### config.mk
export PLATFORM = sky130hd
export DESIGN_NAME = mem_arbiter
export DESIGN_NICKNAME = d
export VERILOG_FILES = /design/src/rtl/mem_arbiter.sv
export SDC_FILE = /design/constraint.sdc
export NUM_CORES = 1
export LEC_CHECK = 0
export ABC_AREA = 1
export CAP_MARGIN = 15
export CORE_AREA = 2 2 121 123
export CTS_CLUSTER_DIAMETER = 30
export DETAILED_ROUTE_END_ITERATION = 7
export DIE_AREA = 0 0 123 125
export PLACE_DENSITY = 0.82
export SLEW_MARGIN = 20
export SYNTH_ARGS = -nofsm -noshare
export SYNTH_HDL_FRONTEND = slang
export SYNTH_SLANG_ARGS = --single-unit
### constraint.sdc
create_clock -name clk -period 7.7 [get_ports clk]
set_clock_uncertainty 0.2 [all_clocks]
set_input_delay 1.54 -clock clk [delete_from_list [all_inputs] [get_ports clk]]
set_output_delay 1.54 -clock clk [all_outputs]
set_load 0.005 [all_outputs]
### src/rtl/mem_arbiter.sv
// mem_arbiter: two-master (ibus, dbus), one-slave memory arbiter.
// A registered grant FSM serialises accesses to the single memory port.
// dbus has priority, and a starvation counter forces an ibus grant after
// STARVE_MAX consecutive dbus grants taken while ibus was waiting.
// A watchdog ends a BUSY phase with an error completion after TIMEOUT
// cycles without mem_ready.
module mem_arbiter #(
   parameter int ADDR_W     = 32,
   parameter int DATA_W     = 32,
   parameter int MASK_W     = 4,
   parameter int STARVE_MAX = 4,
   parameter int TIMEOUT    = 255
) (
   input  logic              clk,
   input  logic              rst,

   input  logic              i_bus_req,
   input  logic              i_bus_we,
   input  logic [ADDR_W-1:0] i_bus_addr,
   input  logic [DATA_W-1:0] i_bus_wdata,
   input  logic [MASK_W-1:0] i_bus_mask,
   output logic [DATA_W-1:0] i_bus_rdata,
   output logic              i_bus_ready,
   output logic              i_bus_err,

   input  logic              d_bus_req,
   input  logic              d_bus_we,
   input  logic [ADDR_W-1:0] d_bus_addr,
   input  logic [DATA_W-1:0] d_bus_wdata,
   input  logic [MASK_W-1:0] d_bus_mask,
   output logic [DATA_W-1:0] d_bus_rdata,
   output logic              d_bus_ready,
   output logic              d_bus_err,

   output logic              mem_req,
   output logic              mem_we,
   output logic [ADDR_W-1:0] mem_addr,
   output logic [DATA_W-1:0] mem_wdata,
   output logic [MASK_W-1:0] mem_mask,
   input  logic [DATA_W-1:0] mem_rdata,
   input  logic              mem_ready
);

   localparam logic [1:0] IDLE   = 2'd0;
   localparam logic [1:0] BUSY_I = 2'd1;
   localparam logic [1:0] BUSY_D = 2'd2;

   // Starvation limit and last watchdog count, in the counters' own widths.
   localparam logic [3:0] STARVE_LIM = 4'(STARVE_MAX);
   localparam logic [7:0] WD_LAST    = 8'(TIMEOUT - 1);

   logic [1:0]        state;
   logic [1:0]        state_nxt;
   logic [3:0]        starve_cnt;
   logic [7:0]        wd_cnt;

   // Payload of the granted master, captured once at grant.
   logic              pl_we;
   logic [ADDR_W-1:0] pl_addr;
   logic [DATA_W-1:0] pl_wdata;
   logic [MASK_W-1:0] pl_mask;

   logic              grant_i;
   logic              grant_d;
   logic              busy;
   logic              busy_i;
   logic              busy_d;
   logic              wd_expired;
   logic              done;

   assign busy_i = (state == BUSY_I);
   assign busy_d = (state == BUSY_D);
   assign busy   = busy_i || busy_d;

   // A watchdog error only fires when the slave has not answered this cycle;
   // a late mem_ready in the final cycle still wins as a normal completion.
   assign wd_expired = busy && !mem_ready && (wd_cnt == WD_LAST);
   assign done       = busy && (mem_ready || wd_expired);

   // Arbitration in IDLE: dbus first unless ibus has been starved too long.
   always_comb begin
      // NOTE: every output of a combinational block gets a default first, so
      // no path through the if/else leaves it unassigned and infers a latch.
      grant_i = 1'b0;
      grant_d = 1'b0;
      if (state == IDLE) begin
         if (i_bus_req && ((starve_cnt == STARVE_LIM) || !d_bus_req)) begin
            grant_i = 1'b1;
         end else if (d_bus_req) begin
            grant_d = 1'b1;
         end
      end
   end

   // Next-state logic: every completion returns to IDLE for re-arbitration.
   always_comb begin
      state_nxt = state;
      case (state)
         IDLE: begin
            if (grant_i) begin
               state_nxt = BUSY_I;
            end else if (grant_d) begin
               state_nxt = BUSY_D;
            end
         end
         BUSY_I, BUSY_D: begin
            if (done) begin
               state_nxt = IDLE;
            end
         end
         default: state_nxt = IDLE;
      endcase
   end

   // State register; reset abandons any in-flight transaction immediately.
   always_ff @(posedge clk or posedge rst) begin
      // NOTE: sequential state uses non-blocking assignments so every register
      // samples pre-edge values, independent of block evaluation order.
      if (rst) begin
         state <= IDLE;
      end else begin
         state <= state_nxt;
      end
   end

   // Starvation counter: counts dbus grants that bypassed a waiting ibus.
   always_ff @(posedge clk or posedge rst) begin
      if (rst) begin
         starve_cnt <= '0;
      end else if (grant_i) begin
         starve_cnt <= '0;
      end else if (grant_d) begin
         if (!i_bus_req) begin
            starve_cnt <= '0;
         end else if (starve_cnt < STARVE_LIM) begin
            starve_cnt <= starve_cnt + 4'd1;
         end
      end
   end

   // Watchdog: counts BUSY cycles without mem_ready, restarted on each grant.
   always_ff @(posedge clk or posedge rst) begin
      if (rst) begin
         wd_cnt <= '0;
      end else if (grant_i || grant_d) begin
         wd_cnt <= '0;
      end else if (busy && !mem_ready && !wd_expired) begin
         wd_cnt <= wd_cnt + 8'd1;
      end
   end

   // Payload capture at grant; inputs are ignored for the rest of BUSY.
   always_ff @(posedge clk or posedge rst) begin
      // NOTE: the payload is reset even though mem_* are gated outside BUSY,
      // so nothing downstream can ever observe an uninitialised value.
      if (rst) begin
         pl_we    <= 1'b0;
         pl_addr  <= '0;
         pl_wdata <= '0;
         pl_mask  <= '0;
      end else if (grant_i) begin
         pl_we    <= i_bus_we;
         pl_addr  <= i_bus_addr;
         pl_wdata <= i_bus_wdata;
         pl_mask  <= i_bus_mask;
      end else if (grant_d) begin
         pl_we    <= d_bus_we;
         pl_addr  <= d_bus_addr;
         pl_wdata <= d_bus_wdata;
         pl_mask  <= d_bus_mask;
      end
   end

   // Output steering: memory port and completions are live only in BUSY.
   always_comb begin
      mem_req     = busy;
      mem_we      = 1'b0;
      mem_addr    = '0;
      mem_wdata   = '0;
      mem_mask    = '0;
      i_bus_ready = 1'b0;
      i_bus_err   = 1'b0;
      i_bus_rdata = '0;
      d_bus_ready = 1'b0;
      d_bus_err   = 1'b0;
      d_bus_rdata = '0;

      if (busy) begin
         mem_we    = pl_we;
         mem_addr  = pl_addr;
         mem_wdata = pl_wdata;
         mem_mask  = pl_mask;
      end

      if (busy_i) begin
         i_bus_ready = mem_ready || wd_expired;
         i_bus_err   = wd_expired;
         if (mem_ready) begin
            i_bus_rdata = mem_rdata;
         end
      end

      if (busy_d) begin
         d_bus_ready = mem_ready || wd_expired;
         d_bus_err   = wd_expired;
         if (mem_ready) begin
            d_bus_rdata = mem_rdata;
         end
      end
   end

endmodule

-- Word-level counts from Yosys, hierarchy flattened
Index checks and enable logic that the tools add are counted.
- flip-flop bits (word level): 83
- bits in latches: 0
- bits in writable memories: 0
- memory bits (read-only): 0
- output and inout bits: 138
- word-level logic and storage cells: 69
- memories: 0
- add/subtract/negate cells: 2
- $mul: 0
- div/mod/pow operators: 0
- $lt $le $gt $ge: 1
- eq/ne operators: 7
- shift operators: 0
- muxes and demuxes: 34
- bitwise operators: 0
- reduce and logical (&&, ||, !) cells: 18
- operators with widths (operator ; number):
    2-to-1 mux 32 bit ; 9
    2-to-1 mux 4 bit ; 7
    2-to-1 mux 8 bit ; 2
    2-to-1 mux 1 bit ; 12
    adder 8 x 1 -> 8 bit, second input constant ; 1
    equality test 8 bit, second input constant ; 1
    2-to-1 mux 2 bit ; 3
    logical AND 1 bit ; 5
    adder 4 x 1 -> 4 bit, second input constant ; 1
    equality test 4 x 3 -> 1 bit, second input constant ; 1
    logical OR 1 bit ; 4
    < comparator 4 x 3 -> 1 bit, second input constant ; 1
    one-hot mux 2 bit (2 select lines) ; 1
    AND reduction 2 bit ; 2
    nonzero test 2 bit ; 2
    logical NOT 1 bit ; 3
    != test 3 x 1 -> 1 bit, second input constant ; 1
    != test 3 bit, second input constant ; 1
    equality test 2 x 1 -> 1 bit, second input constant ; 1
    equality test 2 bit, second input constant ; 1
    logical NOT 2 bit ; 1
    != test 2 bit, second input constant ; 1
    OR reduction 2 bit ; 1

-- Depth between registers and ports, before layout
Gate-level depths: netlist of run 1.
- word-level depth: 8
- mapped depth: 10
- depth with buffers taken out: 9

-- Worst setup path before layout of run 1
OpenSTA, ideal clock, no wires.
- path kind: input to output
- from: in mem_ready
- to: out d_bus_rdata[12]
- arrival: 2269 ps
- setup slack: 3691 ps
- stages on the path: 4
- buffers on the path: 2
- cell sequence: inv_1 -> clkbuf_1 -> clkbuf_1 -> nor3_1
- cells in the longest elaborated chain, start to end: 2
- ends and longest elaborated chain (what ; line ; RTL):
    start, declared ; 41 ; input logic mem_ready
    2-to-1 mux 32 bit ; 206 ; if (mem_ready) begin
    2-to-1 mux 32 bit ; 203 ; if (busy_d) begin
    end, declared ; 31 ; output logic [DATA_W-1:0] d_bus_rdata,
No other way between the ends.

-- Worst setup path in the final report of run 1
- from: in mem_ready
- to: out d_bus_ready
- cells in the longest elaborated chain, start to end: 5
- ends and longest elaborated chain (what ; line ; RTL):
    logical NOT 1 bit ; 77 ; assign wd_expired = busy && !mem_ready && (wd_cnt == WD_LAST);
    logical AND 1 bit (2 in series) ; 77 ;
    logical OR 1 bit * ; 204 ; d_bus_ready = mem_ready || wd_expired;
    2-to-1 mux 1 bit * ; 203 ;
    end, declared ; 32 ; output logic d_bus_ready,
Every way passes the cells marked *; elsewhere a longest branch is shown, timed or not.

==> results of run 1 <==
-- power groups by stage --
stage	registers, mW	logic (mW)	clock network (mW)
3_5_place_dp	0.743	1.72	0
4_1_cts	0.738	1.74	0.400
3_3_place_gp	0.735	1.70	0
6_report	0.739	1.71	0.392
5_1_grt	0.760	1.90	0.420
2_1_floorplan	0.720	0.905	0
-- worst max-delay path: stages --
cell and delay (ps):
clkdlybuf4s50_1 410, inv_2 390, nand2_1 160, inv_1 80, nand3_1 120, nand2_1 80, inv_1 60, nor2_1 110
clkdlybuf4s50_1 540
-- sequential cells by signal, summed over array words and instances (netlist names) --
signal and flops:
pl_we 1, state 2, pl_addr 32, starve_cnt 4, pl_wdata 32, pl_mask 4
wd_cnt 8
-- metal layers --
metal  share of wire (%)  wire, um  global-route usage [%]
met3                 7.9      1375                   5.474
met1                  39      6746                   25.48
met4                 2.5       444                   9.158
met2                  51      8945                   39.78
met5                   0         0                       0
-- final cells by class --
class | instances | area (um2) | share of cell area [%]
sequential | 83 | 2077 | 23.30
clock buffer | 11 | 232.7 | 2.611
multi-input combinational | 564 | 2447 | 27.46
clock inverter | 5 | 30.03 | 0.3369
antenna | 1 | 2.502 | 0.02807
inverter | 193 | 725.7 | 8.141
timing repair buffer | 318 | 3168 | 35.54
tap | 184 | 230.2 | 2.583
-- synthesized netlist by cell type (all sizes together) --
library cell | count | area, um2
inv | 191 | 716.9
clkbuf | 27 | 101.4
nor3 | 65 | 325.3
nand2 | 302 | 1134
nand4 | 7 | 43.79
o2111ai | 1 | 8.760
nor2 | 82 | 310.3
clkinv | 2 | 7.510
dfrtp | 83 | 2077
a21oi | 6 | 33.78
buf | 25 | 166.4
nand3 | 15 | 80.08
xor2 | 2 | 17.52
ha | 7 | 87.58
o21ai | 77 | 389.1
-- final timing paths --
kind                            start      endpoint  slack (ps)  depth (start not counted)
max                         mem_ready   d_bus_ready        2440                          9
max in group asynchronous         rst  pl_wdata[11]        4830                          3
min reg2reg                pl_addr[7]    pl_addr[7]         280                          2
min in group asynchronous         rst  pl_wdata[23]        1390                          2
min                        pl_addr[7]    pl_addr[7]         280                          2
max reg2reg                  state[1]     wd_cnt[3]        4700                          8
-- per-stage QoR --
step                      hold WS, ps  instance area [um2]  power [mW]  setup slack (ps)  utilization, %
after floorplan                 252.9                 5499       1.625              3691               -
after global placement          269.4                 8648       2.435              2462           60.89
after detailed placement        272.5                 8648       2.468              2441           60.89
after CTS                       287.4                 8911       2.874              2447           62.74
after global routing            306.0                 8914       3.084              2266           62.76
final                           283.3                 8914       2.839              2444           62.76
-- kinds of logic (layout without fill, tap and decap cells) --
kind of cell,after synthesis,count (layout),synth area share [%]
flops,83,83,37.77
simple gates,471,471,34.43
other cells,0,1,0
compound gates,84,84,7.850
fa+ha+maj,7,7,1.593
xor+xnor,2,2,0.3186
buf+inv,245,527,18.04
==> summary.txt, run 1 <==
CTS
  – Clk_lat worst skew: 330 ps
  – Clk root buf: clkbuf_16
  – Cts bufs inserted: 9
  – Cts hold-fix bufs: 0
  – H-tree depth: 3
  – TritonCTS clock tree: built
  – Cts repair resizes: 0
  – Post-CTS setup buffers: 0
  – Worst-path clk slew: 60 ps
  – Deepest clock path buffer count: 2
  – Total clock sinks: 83

Floorplanning
  – Die Y: 125 um
  – Standard-cell rows: 44
  – Top Ports: 313
  – Core ar.: 14200 um2
  – Die span in x: 123 um
  – Die area: 15380 um2
  – Initial Utilization: 38.72%

STA
  – Worst-Margin Slew: 886.3 ps
  – Fin crit period: 5256 ps
  – Final hold vios: 0
  – Unrepaired setup endpoints after global routing: no
  – Max Slew Vio Count: 0
  – Max transition margin: 40.91%
  – Fmax: 190.3 MHz
  – Final setup vio count: 0
  – Setup TNS: 0 ps
  – Part of the cycle the worst path needs: 68.26%

Power
  – Switch Pwr: 1.175 mW
  – Comb pwr share: 60.2%
  – P_int: 1.665 mW
  – Maximum vdd drop: 0.1811 mV
  – Leakage: 4.716 nW
  – Sequential Power Share: 26.0%
  – Clock group share of total power: 13.8%
  – Power Density: 318.5 nW/um2
  – Switching share of total power: 41.37%

Final layout
  – Most frequent cells in the layout: 312 x clkdlybuf4s50_1, 302 x nand2_1, 187 x inv_1
  – Share of post-route cells with drive strength above 1: 2.470%
  – Fin nets: 1351
  – Area delta synth->final: 62.09%
  – Fillers: 1310
  – Most common cell after layout, fill and taps aside: clkdlybuf4s50_1
  – Final instance count without filler cells: 1359

Global routing
  – Largest net degree at the start of global routing: 81
  – Total GRT Usage: 22.44%
  – Gr ovfl total: 0
  – Vias in the first global route: 5673
  – Initial antenna violation count: 1
  – Global-route wire length before repair: 27.57 mm

Critical path
  – Startpoint types: input port
  – WP data arrival: 3520 ps
  – CP Data Required Time: 5960 ps
  – Nature of the critical path endpoint: primary output
  – Critical path peak fanout: 32
  – Worst setup path class: input port to primary output

Route
  – Via count: 6240
  – Total Wirelength: 17.51 mm
  – Antenna-violating nets left: 0
  – WL per Instance: 12.89 um
  – Starting DRT DRC Count: 293
  – Via density: 4.592
  – DRC Markers: 0
  – Pre-antenna DRT Iters: 5

Synthesis
  – Syn Nets: 1074
  – Ys Warns: 0
  – Distinct cells, synth: 23
  – Post-Syn Area: 5499 um2
  – Seq/Total Area, Yosys: 37.77%
  – Avg Synthesized Cell Area: 6.165 um2
  – Post-Syn Instances: 892
  – #FFs+latches synth: 83

Job
  – Max-Cap Viols: 0

Placement
  – GP Congestion: 0.8123
  – Placed cell count: 1342
  – DP Wirelength: 12.90 mm
  – # port buffers: 312

Worst hold path
  – Class of the worst hold path: register to register

Outcome
  – Status: finished clean
Note: power is estimated with default switching activity, not from simulation.
==> run 2: changes to the inputs <==
Settings changed: CORE_AREA 2 2 121 123 to not set, CORE_UTILIZATION set to 39, DIE_AREA 0 0 123 125 to not set.
Clock period 7.7 ns to 5.46 ns, I/O delays scaled along.
==> run 2 against run 1 <==
Global-route usage rose by 1.9 points. Setup slack got worse by 1100 ps. Critical path depth fell by 2. Critical path type unchanged. Critical endpoint is now i_bus_ready. Sequential cell count did not move. Core utilization rose by 2.0 points. Clock power rose by 57%.
==> summary.txt, run 2 (same netlist as run 1, synthesis figures left out) <==
Outcome
  – Status: finished clean

Final layout
  – Most common cell after layout, fill and taps aside: clkdlybuf4s50_1
  – Fin nets: 1352
  – Sequential Area: 2077 um2
  – Multi-input gate area: 2447 um2
  – Fillers: 1232
  – Finished Cell Area: 8952 um2
  – Regs by FF count: pl_addr (32), pl_wdata (32), wd_cnt (8)
  – Share of post-route cells with drive strength above 1: 2.470%
  – Final core occ: 64.75%
  – Most frequent cells in the layout: 312 x clkdlybuf4s50_1, 302 x nand2_1, 187 x inv_1
  – Area delta synth->final: 62.80%

CTS
  – Deepest clock path buffer count: 2
  – Clk_lat worst skew: 330 ps
  – Cts bufs inserted: 9
  – TritonCTS clock tree: built
  – Total clock sinks: 83
  – H-tree depth: 3
  – Cts repair resizes: 0
  – Clk root buf: clkbuf_16
  – Post-CTS setup buffers: 0
  – Cts hold-fix bufs: 0
  – Worst-path clk slew: 60 ps

Placement
  – DP Wirelength: 12.93 mm
  – Post-DP Area: 8651 um2
  – Placement-stage worst setup slack: 1409 ps
  – GP Congestion: 0.7944
  – # port buffers: 312

Route
  – Via density: 4.624
  – WL per Instance: 13.07 um
  – Antenna-violating nets left: 0
  – DRC Markers: 0
  – Starting DRT DRC Count: 253
  – Total Wirelength: 17.72 mm
  – Pre-antenna DRT Iters: 6
  – Via count: 6270

STA
  – Final setup vio count: 0
  – Setup TNS: 0 ps
  – Max transition margin: 37.99%
  – Part of the cycle the worst path needs: 74.62%
  – Final hold vios: 0
  – Worst-Margin Slew: 929.0 ps
  – Fin crit period: 4074 ps
  – Unrepaired setup endpoints after global routing: no
  – Max Slew Vio Count: 0
  – Fmax: 245.5 MHz
  – Setup WS post-layout: 1386 ps
  – Final hold slack: 283.7 ps

Global routing
  – GR met3 Demand/Resource: 5.896%
  – Initial antenna violation count: 2
  – GRT busiest layer: met2
  – Global-route wire length before repair: 27.98 mm
  – Largest net degree at the start of global routing: 81
  – Vias in the first global route: 5808
  – GR Layer Usage met1: 26.86%
  – Gr ovfl total: 0
  – GR met2 Demand/Resource: 45.33%
  – Total GRT Usage: 24.37%

Worst hold path
  – Hold EP: pl_addr[17]
  – HP Start: pl_addr[17]
  – Class of the worst hold path: register to register
  – Hold Path Stages: 2

Floorplanning
  – Standard-cell rows: 43
  – Top Ports: 313
  – Die span in x: 120.7 um
  – Core ar.: 13830 um2
  – Initial Utilization: 39.77%
  – Die area: 14580 um2
  – Die Y: 120.7 um

Critical path
  – Worst setup path class: input port to primary output
  – Nature of the critical path endpoint: primary output
  – R2r endpoint: wd_cnt[3]
  – CP Cell Sequence: clkdlybuf4s50_1 -> inv_2 -> buf_4 -> nand2_1 -> inv_1 -> nor2_1 -> clkdlybuf4s50_1
  – R2R Setup Slk: 2800 ps
  – Slowest CP cell: buf_4
  – Crit path from: mem_ready
  – Crit path top cell by count: clkdlybuf4s50_1
  – CP bufs+invs: 5
  – Family with the most delay on the worst path: buffers and inverters
  – Critical path peak fanout: 65
  – Reg2Reg Depth: 7
  – R2R Path Start: state[1]
  – CP max stage delay: 470 ps
  – Startpoint types: input port
  – CP Data Required Time: 4170 ps
  – WP data arrival: 2780 ps
  – Levels on crit path: 7

Power
  – Maximum vdd drop: 0.2982 mV
  – Power Density: 455.0 nW/um2
  – Leakage: 4.740 nW

Job
  – Max-Cap Viols: 0
## run 2: worst max-delay path by stage
stage / slack, ps / end
2_1_floorplan: 2030 / pl_addr[0]
3_3_place_gp: 1410 / i_bus_ready
3_5_place_dp: 1410 / i_bus_ready
4_1_cts: 1370 / mem_wdata[7]
5_1_grt: 1230 / i_bus_ready
6_report: 1390 / i_bus_ready
## run 2: final cells by class
cell class	count	area share [%]
antenna	2	0.05590
tap	180	2.516
clock inverter	2	0.3913
timing repair buffer	319	35.47
inverter	193	8.120
multi-input combinational	564	27.34
clock buffer	13	2.907
sequential	83	23.20
## run 2: routing by layer
metal  part of all wire, %  routed length (um)
met4                   2.4                 424
met1                    39                6981
met3                   6.5                1153
met2                    52                9161
met5                     0                   0
## run 2: power by group
part	total, mW	switching (mW)	internal (mW)
Sequential	1.05	0.148	0.898
Combinational	2.41	1.26	1.15
Clock	0.614	0.237	0.377
Total	4.07	1.65	2.42
## run 2: worst min-delay path, stage by stage (launching register included)
cell and delay [ps]:
dfrtp_1 340, nand2_1 50, o21ai_1 60
## run 2: per-stage QoR
stage,std cells,power (mW)
floorplan,892,2.292
global placement,1339,3.432
detailed placement,1339,3.474
CTS,1354,4.107
global route,1356,4.425
finish,1356,4.073
